[src/rtl/div_mult_unit.sv]
// div_mult_unit: iterative signed 32x32 multiplier / divider.
//
// MULT (ctrl 01) yields the 64-bit signed product as {Hi, Lo}.
// DIV (ctrl 10) yields Lo = quotient (truncated toward zero) and
// Hi = remainder (sign of the dividend).
// Both operations run on operand magnitudes for 32 cycles, one bit per cycle.
// The signs are applied to the final iteration's value as it is written into Hi/Lo.
//
// Ports:
//   clk           rising-edge clock
//   reset         synchronous active-low reset
//   start         one-cycle operation request, honoured only in IDLE
//   div_mult_ctrl 01 = MULT, 10 = DIV, others = no operation
//   A, B          signed operands
//   Hi, Lo        result register, written only when entering DONE
//   busy          high while iterating
//   done          one-cycle pulse, result valid on Hi/Lo
//   div_zero      one-cycle pulse after a DIV request with B == 0
module div_mult_unit (
  input  logic        clk,
  input  logic        reset,
  input  logic        start,
  input  logic [1:0]  div_mult_ctrl,
  input  logic [31:0] A,
  input  logic [31:0] B,
  output logic [31:0] Hi,
  output logic [31:0] Lo,
  output logic        busy,
  output logic        done,
  output logic        div_zero
);

  typedef enum logic [1:0] {StIdle, StMultRun, StDivRun, StDone} state_e;

  state_e      state_q, state_d;
  logic [5:0]  cnt_q, cnt_d;
  logic        a_neg_q, a_neg_d;
  logic [31:0] b_q, b_d;
  // MULT: {partial high, shifting multiplier}; DIV: {remainder, shifting dividend/quotient}
  logic [63:0] work_q, work_d;
  logic [31:0] hi_q, hi_d, lo_q, lo_d;
  logic        busy_q, busy_d, done_q, done_d, div_zero_q, div_zero_d;

  logic [31:0] a_mag_in, b_mag;
  logic [32:0] mult_add;
  logic [63:0] mult_next, mult_res;
  logic [32:0] div_shift, div_diff;
  logic [63:0] div_next;
  logic [31:0] div_quo, div_rem, div_lo, div_hi;
  logic        res_neg;

  // Magnitudes; 0x80000000 maps to itself, which is correct as unsigned 2^31.
  assign a_mag_in = A[31] ? -A : A;
  assign b_mag    = b_q[31] ? -b_q : b_q;
  assign res_neg  = a_neg_q ^ b_q[31];

  // Shift-add: conditionally add the multiplicand to the high half, shift right.
  assign mult_add  = {1'b0, work_q[63:32]} + (work_q[0] ? {1'b0, b_mag} : 33'd0);
  assign mult_next = {mult_add, work_q[31:1]};
  assign mult_res  = res_neg ? -mult_next : mult_next;

  // Restoring division; remainder < divisor <= 2^31 so the shifted value fits 33 bits
  // and bit 32 of the difference is the borrow.
  assign div_shift = {work_q[63:32], work_q[31]};
  assign div_diff  = div_shift - {1'b0, b_mag};
  assign div_next  = div_diff[32] ? {div_shift[31:0], work_q[30:0], 1'b0}
                                  : {div_diff[31:0], work_q[30:0], 1'b1};
  assign div_quo   = div_next[31:0];
  assign div_rem   = div_next[63:32];
  assign div_lo    = res_neg ? -div_quo : div_quo;
  assign div_hi    = a_neg_q ? -div_rem : div_rem;

  always_comb begin
    state_d    = state_q;
    cnt_d      = cnt_q;
    a_neg_d    = a_neg_q;
    b_d        = b_q;
    work_d     = work_q;
    hi_d       = hi_q;
    lo_d       = lo_q;
    busy_d     = 1'b0;
    done_d     = 1'b0;
    div_zero_d = 1'b0;
    unique case (state_q)
      StIdle: begin
        if (start && (div_mult_ctrl == 2'b01 || (div_mult_ctrl == 2'b10 && B != 32'd0))) begin
          a_neg_d = A[31];
          b_d     = B;
          work_d  = {32'd0, a_mag_in};
          cnt_d   = 6'd0;
          busy_d  = 1'b1;
          state_d = (div_mult_ctrl == 2'b01) ? StMultRun : StDivRun;
        end else if (start && div_mult_ctrl == 2'b10) begin
          div_zero_d = 1'b1;
        end
      end
      StMultRun, StDivRun: begin
        work_d = (state_q == StMultRun) ? mult_next : div_next;
        cnt_d  = cnt_q + 6'd1;
        busy_d = 1'b1;
        if (cnt_q == 6'd31) begin
          busy_d  = 1'b0;
          state_d = StDone;
          if (state_q == StMultRun) begin
            {hi_d, lo_d} = mult_res;
          end else begin
            hi_d = div_hi;
            lo_d = div_lo;
          end
        end
      end
      StDone: begin
        // done is registered, so it is seen in the cycle after DONE.
        done_d  = 1'b1;
        state_d = StIdle;
      end
      default: state_d = StIdle;
    endcase
  end

  always_ff @(posedge clk) begin
    if (!reset) begin
      state_q    <= StIdle;
      cnt_q      <= 6'd0;
      a_neg_q    <= 1'b0;
      b_q        <= 32'd0;
      work_q     <= 64'd0;
      hi_q       <= 32'd0;
      lo_q       <= 32'd0;
      busy_q     <= 1'b0;
      done_q     <= 1'b0;
      div_zero_q <= 1'b0;
    end else begin
      state_q    <= state_d;
      cnt_q      <= cnt_d;
      a_neg_q    <= a_neg_d;
      b_q        <= b_d;
      work_q     <= work_d;
      hi_q       <= hi_d;
      lo_q       <= lo_d;
      busy_q     <= busy_d;
      done_q     <= done_d;
      div_zero_q <= div_zero_d;
    end
  end

  assign Hi       = hi_q;
  assign Lo       = lo_q;
  assign busy     = busy_q;
  assign done     = done_q;
  assign div_zero = div_zero_q;

endmodule

[config.mk]
export PLATFORM = sky130hd
export DESIGN_NAME = div_mult_unit
export DESIGN_NICKNAME = d
export VERILOG_FILES = /design/src/rtl/div_mult_unit.sv
export SDC_FILE = /design/constraint.sdc
export NUM_CORES = 1
export LEC_CHECK = 0
export CAP_MARGIN = 5
export CORE_MARGIN = 5
export CORE_UTILIZATION = 55
export DETAILED_ROUTE_END_ITERATION = 6
export PLACE_DENSITY = 0.84
export SLEW_MARGIN = 0
export SYNTH_ARGS = -nofsm -noshare
export SYNTH_HDL_FRONTEND = slang
export SYNTH_SLANG_ARGS = --single-unit
[constraint.sdc]
create_clock -name clk -period 8.6 [get_ports clk]
set_input_delay 2.15 -clock clk [delete_from_list [all_inputs] [get_ports clk]]
set_output_delay 2.15 -clock clk [all_outputs]
set_load 0.005 [all_outputs]
==> qor.txt, run 1 <==
Slew HR: 18.3%
Net count after synthesis: 2384
Iteration-0 DRC Markers: 2191
Initial antenna violation count: 2
Layout Cells excl Fill: 2646
Final setup violating endpoints: 0
Yosys reg bits: 172
Avg Inst Size Synth: 7.24 µm²
Total clock sinks: 172
Routability cong.: 1.01
ANT nets after route: 0
Setup crit end kind: flip-flop
Outcome: complete, no violations
Fmax: 134 MHz
Seq/Total Area, Yosys: 21.2%
Most common cell in the netlist: nor2_1
Antenna cell count: 0
Number of library cell types mapped by synthesis: 87
Top post-synthesis cells by count: nor2_1 (260), nand2_1 (229), a21oi_1 (204)
Placed cell count: 2614
Reg clk slew, reported paths: 70 ps
Area leader, netlist: dfxtp_1
Final TNS setup: 0 ps
Cells after Synth: 2239
Hold Path Class: reg -> reg
Via-to-Cell Ratio: 6.56
Starting Density: 56.0%
Nets@finish: 2394
Core area: 0.0289 mm²
Worst-path maximum fanout: 7
Number of synthesized flops with an enable pin: 0
Syn-to-layout area delta: 12.2%
Top-level I/O count: 136
Worst VDD drop: 0.521 mV
CP Class: reg -> reg
P_sw: 4.89 mW
Post-Route WL: 55700 µm
CTS max path bufs: 2
Net Sw Frac: 57.7%
Post-synth top area share: 21.2%
Min setup slack post-route: 1140 ps
Startpoint types: flip-flop
Post-route minimum period: 7460 ps
Place WS: 1260 ps
Top_reg_cell synth: dfxtp_1
Worst-Margin Slew: 1220 ps
Final Hold Viols: 0
Detailed Place HPWL: 42000 µm
Die area: 0.0330 mm²
Port bufs: 135
Largest net degree at the start of global routing: 109
Asr flop ratio synth: 0%
Global Route Usage Sum: 32.3%
CTS Root Cell: clkbuf_16
Clock latency on the worst-skew pair: 450 ps
Number of global-route vias before repair: 15849
RSZ-0062 raised after global routing: no
Share of total power in combinational logic: 77.2%
Post-CTS Hold Buffers: 0
Internal power: 3.58 mW
DIE HEIGHT: 182 µm
Warnings from Yosys: 0
Die W: 182 µm
DR pass1 iterations: 6
Cell Rows: 62
Layout cell share with drive strength beyond 1: 4.51%
Cts repair resizes: 0
Max-slew violation count: 0
CTS tree: built
First-pass GRT wire length: 87500 µm
Final Skew: 8.35 ps
Critical path arrival: 7820 ps
GR Overflow Total: 0
Pleak: 6.79 nW
Synthesized area: 0.0162 mm²
H-Tree Depth: 4
Period Utilization, post-route: 86.7%
Top post-synthesis cells by area: dfxtp_1 (21%), a21oi_1 (6.3%), mux2i_1 (6.1%), xnor2_1 (6.0%), nor2_1 (6.0%)
Worst EP required: 8960 ps
Avg WL per Cell: 21.0 µm
CTS Buf Count: 17
Drc violations: 0
Via count: 17363
Sequential power share: 13.7%
Setup bufs post-CTS: 0
Pwr per Cell Area: 465 mW/mm²
Max-cap violations: 0
Clock share of power: 9.1%
cell usage in the layout (no fill, tap or decap), types with 8 or more instances in the layout:
master,count
o21a_1,17
nand2b_1,13
ha_1,72
a21oi_1,203
a21o_1,24
nor3_1,42
nor4_1,27
clkbuf_16,17
o31ai_1,26
a21boi_0,9
nor2_1,260
nand3_1,38
xor2_1,98
or3_1,35
or4_1,19
o41ai_1,11
nand4_1,25
a211oi_1,43
buf_4,22
clkdlybuf4s50_1,135
nand2_1,229
o21ai_0,157
xnor2_1,111
o211ai_1,60
nor2b_1,11
or2_2,10
a31oi_1,21
mux2i_1,99
dfxtp_1,172
inv_1,38
o211a_1,8
a22oi_1,30
and2_1,17
and3_1,14
logic make-up (layout without fill, tap and decap cells):
kind of cell | after synthesis | count (layout) | share of synthesized area [%]
AND/OR/NAND/NOR | 775 | 775 | 22.4
XOR/XNOR | 211 | 211 | 11.4
multiplexers | 106 | 106 | 6.67
adder cells (fa/ha/maj) | 76 | 76 | 5.96
buffers and inverters | 209 | 232 | 5.01
AO/OA/AOI/OAI | 690 | 690 | 27.4
flip-flops | 172 | 172 | 21.2
power groups by stage:
stage	clock network (mW)	logic [mW]	registers, mW
6_report	0.770	6.54	1.16
5_1_grt	0.807	7.04	1.17
4_1_cts	0.770	6.34	1.15
3_5_place_dp	0	6.30	1.16
3_3_place_gp	0	6.23	1.16
2_1_floorplan	0	4.86	0.990
cell type report:
type                    instances  area (µm²)
repair buffers                157        1520
clock inverters                13         116
multi-input cells            1858       12000
flip-flops and latches        172        3440
well taps                     384         480
clock buffers                  19         443
fillers                      2595       10700
inverters                      43         164
critical path: stages, from the launching register on:
cell      delay, ps
dfxtp_1         360
or4_1           610
nor4_1          510
nand3_1         250
or3_1           440
or3_1           360
o21ai_0         200
xor2_1          210
ha_1            330
a21oi_1         200
o21bai_1         90
a221o_1         360
o21a_1          220
a211oi_4        270
inv_2           120
a21oi_1         260
ha_1            240
nand2b_1         70
or3_1           370
nor4_1          290
mux2i_1         190
a21oi_1         300
nand3_1         300
or3_1           420
a21o_1          170
o31ai_1         220
metal layers:
| metal | share of wire (%) | vias up | wire length [µm] | global-route usage (%) |
|---|---|---|---|---|
| met2 | 44 | 880 | 24700 | 50.8 |
| met3 | 9.2 | 123 | 5130 | 5.46 |
| met1 | 43 | 8224 | 23900 | 44.9 |
| met5 | 0.023 | - | 13 | 0 |
| li1 | - | 8134 | - | - |
| met4 | 3.6 | 2 | 1990 | 11.1 |
worst paths after layout:
kind / cells after the start / endpoint / slack (ps) / startpoint
hold reg to reg: 2 / Lo[18] / 460 / Lo[18]
hold / removal: 2 / Lo[18] / 460 / Lo[18]
setup reg to reg: 25 / Hi[30] / 1140 / b_q[6]
setup / recovery: 25 / Hi[30] / 1140 / b_q[6]
flip-flops by register name, summed over array words and instances, names as in the netlist:
register	flops
state_q	2
Lo	32
cnt_q	6
done	1
Hi	32
b_q	32
a_neg_q	1
work_q	64
busy	1
div_zero	1
per-stage QoR:
step | power, mW | util, % | cell area [µm²] | hold slack [ps]
CTS | 8.26 | 62.9 | 18200 | 460
global placement | 7.39 | 60.9 | 17600 | 442
global route | 9.01 | 62.9 | 18200 | 478
finish | 8.47 | 62.9 | 18200 | 458
floorplan | 5.85 | - | 16200 | 448
detailed placement | 7.46 | 60.9 | 17600 | 450
No activity file was read; power rests on OpenSTA's default activity.
==> run 2: changes to the inputs <==
CORE_MARGIN = 4   (was 5)
RECOVER_POWER = 50   (was not set)
TNS_END_PERCENT = 100   (was not set)
==> qor.txt, run 2 (synthesis results as in run 1) <==
Net Sw Frac: 57.0%
Crit path top cell by count: clkbuf_1
Critical path arrival: 7990 ps
Failing checks: design-rule violations, max-capacitance violations, max-slew violations
Layout cell share with drive strength beyond 1: 4.12%
Global Route Usage Sum: 32.6%
Most frequent cells in the layout: nor2_1 (260), nand2_1 (229), a21oi_1 (203)
Initial antenna violation count: 1
Worst-Margin Slew: 4610 ps
GR Overflow Total: 0
Share of total power in combinational logic: 76.3%
Fmax: 127 MHz
Final Skew: 15.7 ps
Reg clk slew, reported paths: 80 ps
Top-level I/O count: 136
Period Utilization, post-route: 91.4%
Post-Route WL: 55500 µm
Clock latency on the worst-skew pair: 450 ps
DR pass1 iterations: 7
Largest Register: work_q
Nets@finish: 2393
Cts repair resizes: 0
H-Tree Depth: 4
Setup bufs post-CTS: 0
Worst VDD drop: 0.576 mV
CTS max path bufs: 2
Pwr per Cell Area: 468 mW/mm²
Antenna cell count: 0
Final TNS setup: 0 ps
Routability cong.: 1.00
Worst path bufs/invs: 4
Hold Path Class: reg -> reg
Post-route minimum period: 7860 ps
CTS tree: built
Die W: 180 µm
Outcome: finished, violations left
Setup crit end kind: flip-flop
Core area: 0.0289 mm²
Iteration-0 DRC Markers: 2435
Levels on crit path: 5
CP Cell Sequence: clkdlybuf4s50_1 > clkbuf_1 > inv_1 > clkbuf_1 > nor2_1
Avg WL per Cell: 21.0 µm
Clock share of power: 9.9%
Final setup violating endpoints: 0
CP delay by family, top: buffers and inverters
Via-to-Cell Ratio: 6.60
Starting Density: 56.2%
Drc violations: 1
ANT nets after route: 0
Detailed Place HPWL: 41600 µm
RSZ-0062 raised after global routing: no
Worst EP required: 8740 ps
DIE HEIGHT: 180 µm
Cell Rows: 62
Max-slew violation count: 195
Worst Hold Depth: 2
Final Hold Viols: 0
Via count: 17461
Largest register FFs: 64
CTS Root Cell: clkbuf_16
Slowest-stage cell, CP: clkbuf_1
Pleak: 7.03 nW
Largest net degree at the start of global routing: 102
Total power draw: 8.52 mW
Port bufs: 135
Max-cap violations: 3
Sequential power share: 13.8%
CP Class: in -> reg
Syn-to-layout area delta: 12.4%
Die area: 0.0323 mm²
Worst-path maximum fanout: 97
First-pass GRT wire length: 86900 µm
Startpoint types: input pin
Most common cell after layout, fill and taps aside: nor2_1
Total clock sinks: 172
Flop-to-flop setup slack: 980 ps
P_sw: 4.85 mW
Internal power: 3.67 mW
Post-CTS Hold Buffers: 0
Number of global-route vias before repair: 15925
CTS Buf Count: 17
Slew HR: -207%
CP max stage delay: 3290 ps
R2R depth: 26
[run 2: cell types whose count changed in the layout (fill, tap and decap cells not counted), moves of 2 or more]
cell             delta
and2_2              -2
buf_4               -4
bufinv_16           +2
clkbuf_1            +4
clkbuf_8            +3
clkdlybuf4s50_1    -68
clkinv_2            -4
dlygate4sd3_1      +68
inv_6               -3
[run 2: path summary, 6_finish.rpt]
path,start,endpoint
hold reg to reg,Lo[4],Lo[4]
setup reg to reg,b_q[6],Hi[26]
setup / recovery,reset,b_q[11]
hold / removal,Lo[4],Lo[4]
[run 2: power groups by stage]
stage | Sequential [mW] | Combinational (mW) | Clock, mW
finish | 1.18 | 6.50 | 0.840
global route | 1.19 | 7.00 | 0.878
CTS | 1.16 | 6.29 | 0.841
detailed placement | 1.17 | 6.23 | 0
global placement | 1.17 | 6.16 | 0
floorplan | 0.990 | 4.86 | 0
[run 2: worst min-delay path: cells and delay by family (launching register included)]
kind	cells	cell delay [ps]
DFF	1	310
and+or+nand+nor	1	50
AOI/OAI and AO/OA	1	50
[run 2: per-layer routing]
metal / global-route usage [%] / part of all wire [%] / vias up
met2: 51.5 / 44 / 984
li1: - / - / 8139
met5: 0 / 0.018 / -
met4: 12.6 / 4.1 / 2
met1: 44.0 / 41 / 8167
met3: 6.55 / 11 / 169
[run 2: cell type report]
| type | instances | area (µm²) |
|---|---|---|
| clock inverters | 8 | 133 |
| multi-input cells | 1858 | 12000 |
| inverters | 43 | 161 |
| fillers | 2578 | 10600 |
| well taps | 384 | 480 |
| flip-flops and latches | 172 | 3440 |
| clock buffers | 23 | 488 |
| repair buffers | 156 | 1500 |
[run 2: per-stage QoR]
| step | utilization, % | cells | setup WS [ps] | cell area (µm²) | hold WS, ps |
|---|---|---|---|---|---|
| 2_1_floorplan | - | 2239 | 1830 | 16200 | 448 |
| 3_3_place_gp | 61.1 | 2613 | 1470 | 17600 | 442 |
| 3_5_place_dp | 61.1 | 2613 | 1280 | 17600 | 447 |
| 4_1_cts | 63.2 | 2644 | 1260 | 18200 | 456 |
| 5_1_grt | 63.2 | 2644 | 378 | 18200 | 470 |
| 6_report | 63.2 | 2644 | 744 | 18200 | 449 |
==> run 3: changes to the inputs <==
RECOVER_POWER = not set   (was 50)
==> qor.txt, run 3 (synthesis results as in run 1) <==
Antenna cell count: 0
Via count: 17442
Total clock sinks: 172
Top-level I/O count: 136
Die area: 0.0323 mm²
Drc violations: 0
Routability cong.: 1.00
Cell Rows: 62
Nets@finish: 2393
Most common cell after layout, fill and taps aside: nor2_1
Number of global-route vias before repair: 15925
Final Hold Viols: 0
Hold Path Class: reg -> reg
Min setup slack post-route: 1130 ps
Worst-Margin Slew: 1130 ps
Fmax: 134 MHz
Place WS: 1280 ps
Fin util: 63.2%
Worst-path maximum fanout: 7
Via-to-Cell Ratio: 6.60
Cts repair resizes: 0
Avg WL per Cell: 21.0 µm
CTS max path bufs: 2
Die W: 180 µm
Detailed Place HPWL: 41600 µm
Hold Path Sink: Lo[4]
Layout Cells excl Fill: 2644
Total power draw: 8.51 mW
Starting Density: 56.2%
Fillcell total: 2574
Placed cell area: 0.0176 mm²
ANT nets after route: 0
Port bufs: 135
Post-route minimum period: 7470 ps
CTS Root Cell: clkbuf_16
Startpoint types: flip-flop
Worst VDD drop: 0.569 mV
Hold slack: 451 ps
Reg2reg start: b_q[6]
Period Utilization, post-route: 86.8%
Clock latency on the worst-skew pair: 450 ps
Reg clk slew, reported paths: 80 ps
H-Tree Depth: 4
Initial antenna violation count: 0
Hold_sp: Lo[4]
Final instance area: 0.0182 mm²
RSZ-0062 raised after global routing: no
Critical path arrival: 7750 ps
DR pass1 iterations: 6
Final Skew: 15.9 ps
Syn-to-layout area delta: 12.5%
Worst Hold Depth: 2
Largest Register: work_q
Final setup violating endpoints: 0
CP Class: reg -> reg
Pwr per Cell Area: 466 mW/mm²
CTS tree: built
Outcome: complete, no violations
Post-Route WL: 55400 µm
Most frequent cells in the layout: nor2_1 (260), nand2_1 (229), a21oi_1 (203)
Global Route Usage Sum: 32.6%
Worst EP required: 8880 ps
Worst setup path start: b_q[6]
Endpoint of the worst register-to-register path: Hi[26]
Iteration-0 DRC Markers: 2399
Post-CTS Hold Buffers: 0
Setup crit end kind: flip-flop
R2R depth: 26
Placed cell count: 2613
CTS Buf Count: 17
Flop-to-flop setup slack: 1130 ps
Largest register FFs: 64
First-pass GRT wire length: 86900 µm
Core area: 0.0289 mm²
Largest net degree at the start of global routing: 102
Slew HR: 24.5%
Layout cell share with drive strength beyond 1: 4.34%
GR Overflow Total: 0
Max-cap violations: 0
Pleak: 6.81 nW
Setup bufs post-CTS: 0
Final TNS setup: 0 ps
DIE HEIGHT: 180 µm
Max-slew violation count: 0
## run 3: final cells by class
| class | count | area, µm² | share of cell area (%) |
|---|---|---|---|
| Clock buffer | 23 | 488 | 2.67 |
| Clock inverter | 8 | 133 | 0.727 |
| Inverter | 43 | 164 | 0.898 |
| Multi-Input combinational cell | 1858 | 12000 | 65.9 |
| Sequential cell | 172 | 3440 | 18.9 |
| Tap cell | 384 | 480 | 2.63 |
| Timing Repair Buffer | 156 | 1510 | 8.27 |
## run 3: per-layer routing
layer | GRT usage (%) | share of wire [%] | vias to the layer above
li1 | - | - | 8146
met5 | 0 | 0 | -
met4 | 12.6 | 4.1 | 0
met2 | 51.5 | 44 | 939
met3 | 6.55 | 10 | 162
met1 | 44.0 | 42 | 8195
## run 3: worst max path at each step
stage | end | slack [ps] | depth (start not counted)
floorplan | Hi[30] | 1830 | 27
global placement | Hi[26] | 1470 | 25
detailed placement | Hi[26] | 1280 | 26
CTS | Hi[26] | 1260 | 26
global route | Hi[26] | 540 | 27
finish | Hi[26] | 1130 | 26
## run 3: power by group
| part | internal [mW] | total [mW] | switching, mW |
|---|---|---|---|
| Clock | 0.489 | 0.837 | 0.348 |
| Sequential | 0.906 | 1.18 | 0.272 |
| Combinational | 2.27 | 6.50 | 4.23 |
| Total | 3.66 | 8.51 | 4.85 |
## run 3: worst max-delay path, stage by stage, from the launching register on
cell and delay [ps]:
dfxtp_1 360, or4_1 610, nor4_1 480, nand3_1 310
or3_1 460, or3_1 360, o21ai_0 210, xor2_1 220
ha_1 330, a21oi_1 210, o21bai_1 100, a221o_1 370
o21a_1 220, a211oi_4 260, inv_2 140, a21oi_1 250
ha_1 240, nand2b_1 80, or3_1 370, nor4_1 270
mux2i_1 170, a21oi_1 290, nand3_1 270, o31ai_1 360
xor2_1 100, a22oi_1 160, a21oi_1 80
==> RTL edit, RTL diff (settings of run 2) <==
`hi_q` no longer has a reset.
--- a/src/rtl/div_mult_unit.sv
+++ b/src/rtl/div_mult_unit.sv
@@ -126,5 +126,4 @@
       b_q        <= 32'd0;
       work_q     <= 64'd0;
-      hi_q       <= 32'd0;
       lo_q       <= 32'd0;
       busy_q     <= 1'b0;
@@ -137,5 +136,4 @@
       b_q        <= b_d;
       work_q     <= work_d;
-      hi_q       <= hi_d;
       lo_q       <= lo_d;
       busy_q     <= busy_d;
@@ -143,4 +141,8 @@
       div_zero_q <= div_zero_d;
     end
+  end
+
+  always_ff @(posedge clk) begin
+    hi_q <= hi_d;
   end
 
Function: no difference found for any inputs over 10 cycles, from zero or initial values and one cycle with reset low; that may be too few to reach the edited logic, so the function may still have changed.
==> RTL edit against run 2 <==
The run still ends with design-rule violations, max-capacitance violations, max-slew violations left; sequential share of layout area up 0.98 points; sequential cell count unchanged; wire length increased by 3.4%; design area grew 3.9%; first-iteration DRC count decreased by 4.7%; critical path type is now flop to flop; synthesized area grew 5.2%; largest cell class unchanged; setup slack improved by 410 ps.
Power is left out: the tool's default activity adds up to more than one toggle a clock period on the data nets, which glitch-free logic cannot reach.
==> RTL edit: results (changes against run 2) <==
Outcome
  • Status: finished, violations left
  • Failing checks: design-rule violations, max-capacitance violations, max-slew violations

Routing
  • DRT iter0 DRCs: 2321 (-4.7%)
  • Drt via density: 6.65 (+0.69%)
  • Routed WL: 57400 um (+3.4%)
  • # DRC: 3 (+2)

Place
  • Final GP Congestion: 1.02 (+1.6%)
  • Port Buffer Count: 135 (unchanged)
  • Hpwl dp: 43300 um (+4.1%)

Clock tree
  • Resize count post-CTS: 0 (unchanged)
  • Post-CTS setup buffers: 0 (unchanged)
  • Clock Latency Late Sink: 450 ps (about the same)

Setup path
  • Largest delay share family, worst path: simple AND/OR/NAND/NOR gates
  • Crit path DAT: 7620 ps (-370 ps)
  • R2R Path Start: b_q[7]
  • Slowest cell on crit path: nor3_1
  • CP Max Fanout: 9 (-91%)
  • Crit path launch: b_q[7]
  • Worst reg-to-reg setup slack: 1150 ps (+170 ps)

GRT
  • Gr usage total: 0.327 (+0.000884)
  • Global-route wire length before repair: 90200 um (+3.8%)
  • Vias in the first global route: 16600 (+4.3%)
  • Grt met2 use: 0.530 (+0.0145)
  • GRT met1 Usage: 0.448 (+0.00782)
  • Largest net degree at the start of global routing: 91 (-11%)

Logic synthesis
  • Most frequent cells after synthesis: nand2_1 (262), nor2_1 (178), a21oi_1 (142), dfxtp_1 (140), o21ai_0 (140)
  • Sequential-to-total area share from yosys stat: 0.221 (+0.00825)
  • EDFF count, synth: 32 (+32)
  • Async set or reset register ratio after synthesis: 0 (unchanged)
  • Top post-synthesis cells by area: dfxtp_1 (16%), xnor2_1 (5.9%), nand2_1 (5.8%)
  • Yosys cell types: 103 (+18%)

Timing
  • Final Max Slew Viols: 306 (+57%)
  • Slew headroom: -1.20 (+0.875)
  • Layout Skew: 13.5 ps (-2.21 ps)

Final layout
  • N_diodes: 0 (unchanged)
  • Layout cells sized above 1: 0.0446 (+0.00347)
  • Layout Nets: 2418 (+1.0%)

Run
  • Max cap viols: 5 (+2)
==> RTL edit: per-layer routing <==
metal  part of all wire  wire, um  up-vias
li1                   -         -     8279
met1               0.42     23900     8404
met2               0.45     25900      998
met3              0.098      5650      152
met4              0.033      1900        2
met5            0.00023        13        -
==> RTL edit: through the flow <==
stage                     instance area [um^2]  setup slack (ps)  utilization  std cells  hold WS (ps)
after floorplan                          17100              1750            -       2270           457
after global placement                   18400              1540        0.601       2650           453
final                                    18900              1150        0.619       2682           464
after detailed placement                 18400              1310        0.601       2650           460
after global routing                     18900               577        0.619       2682           489
after CTS                                19000              1310        0.620       2682           469
==> RTL edit: area by class of cell <==
cell class | instances | area, um^2
clock buffer | 18 | 429
clock inverter | 14 | 135
fill | 2714 | 11600
inverter | 44 | 165
multi-input combinational | 1884 | 12500
sequential | 172 | 3760
tap | 396 | 495
timing repair buffer | 154 | 1470
==> RTL edit: cell families after synthesis <==
logic type / count (synthesis) / share of synthesized area
fa+ha+maj: 76 / 0.0566
compound gates: 668 / 0.262
mux: 101 / 0.0598
buf+inv: 214 / 0.0505
flops: 172 / 0.221
simple gates: 839 / 0.248
xor+xnor: 200 / 0.103
==> RTL edit: worst min-delay path by stage <==
stage	end	depth (start not counted)
2_1_floorplan	Lo[23]	2
3_3_place_gp	Lo[29]	2
3_5_place_dp	Lo[4]	2
4_1_cts	Lo[4]	2
5_1_grt	Lo[22]	2
6_report	Lo[4]	2
==> RTL edit: worst min-delay path, stage by stage (launching register included) <==
cell and delay, ps:
dfxtp_1 310, nand2_1 40, a21boi_0 60
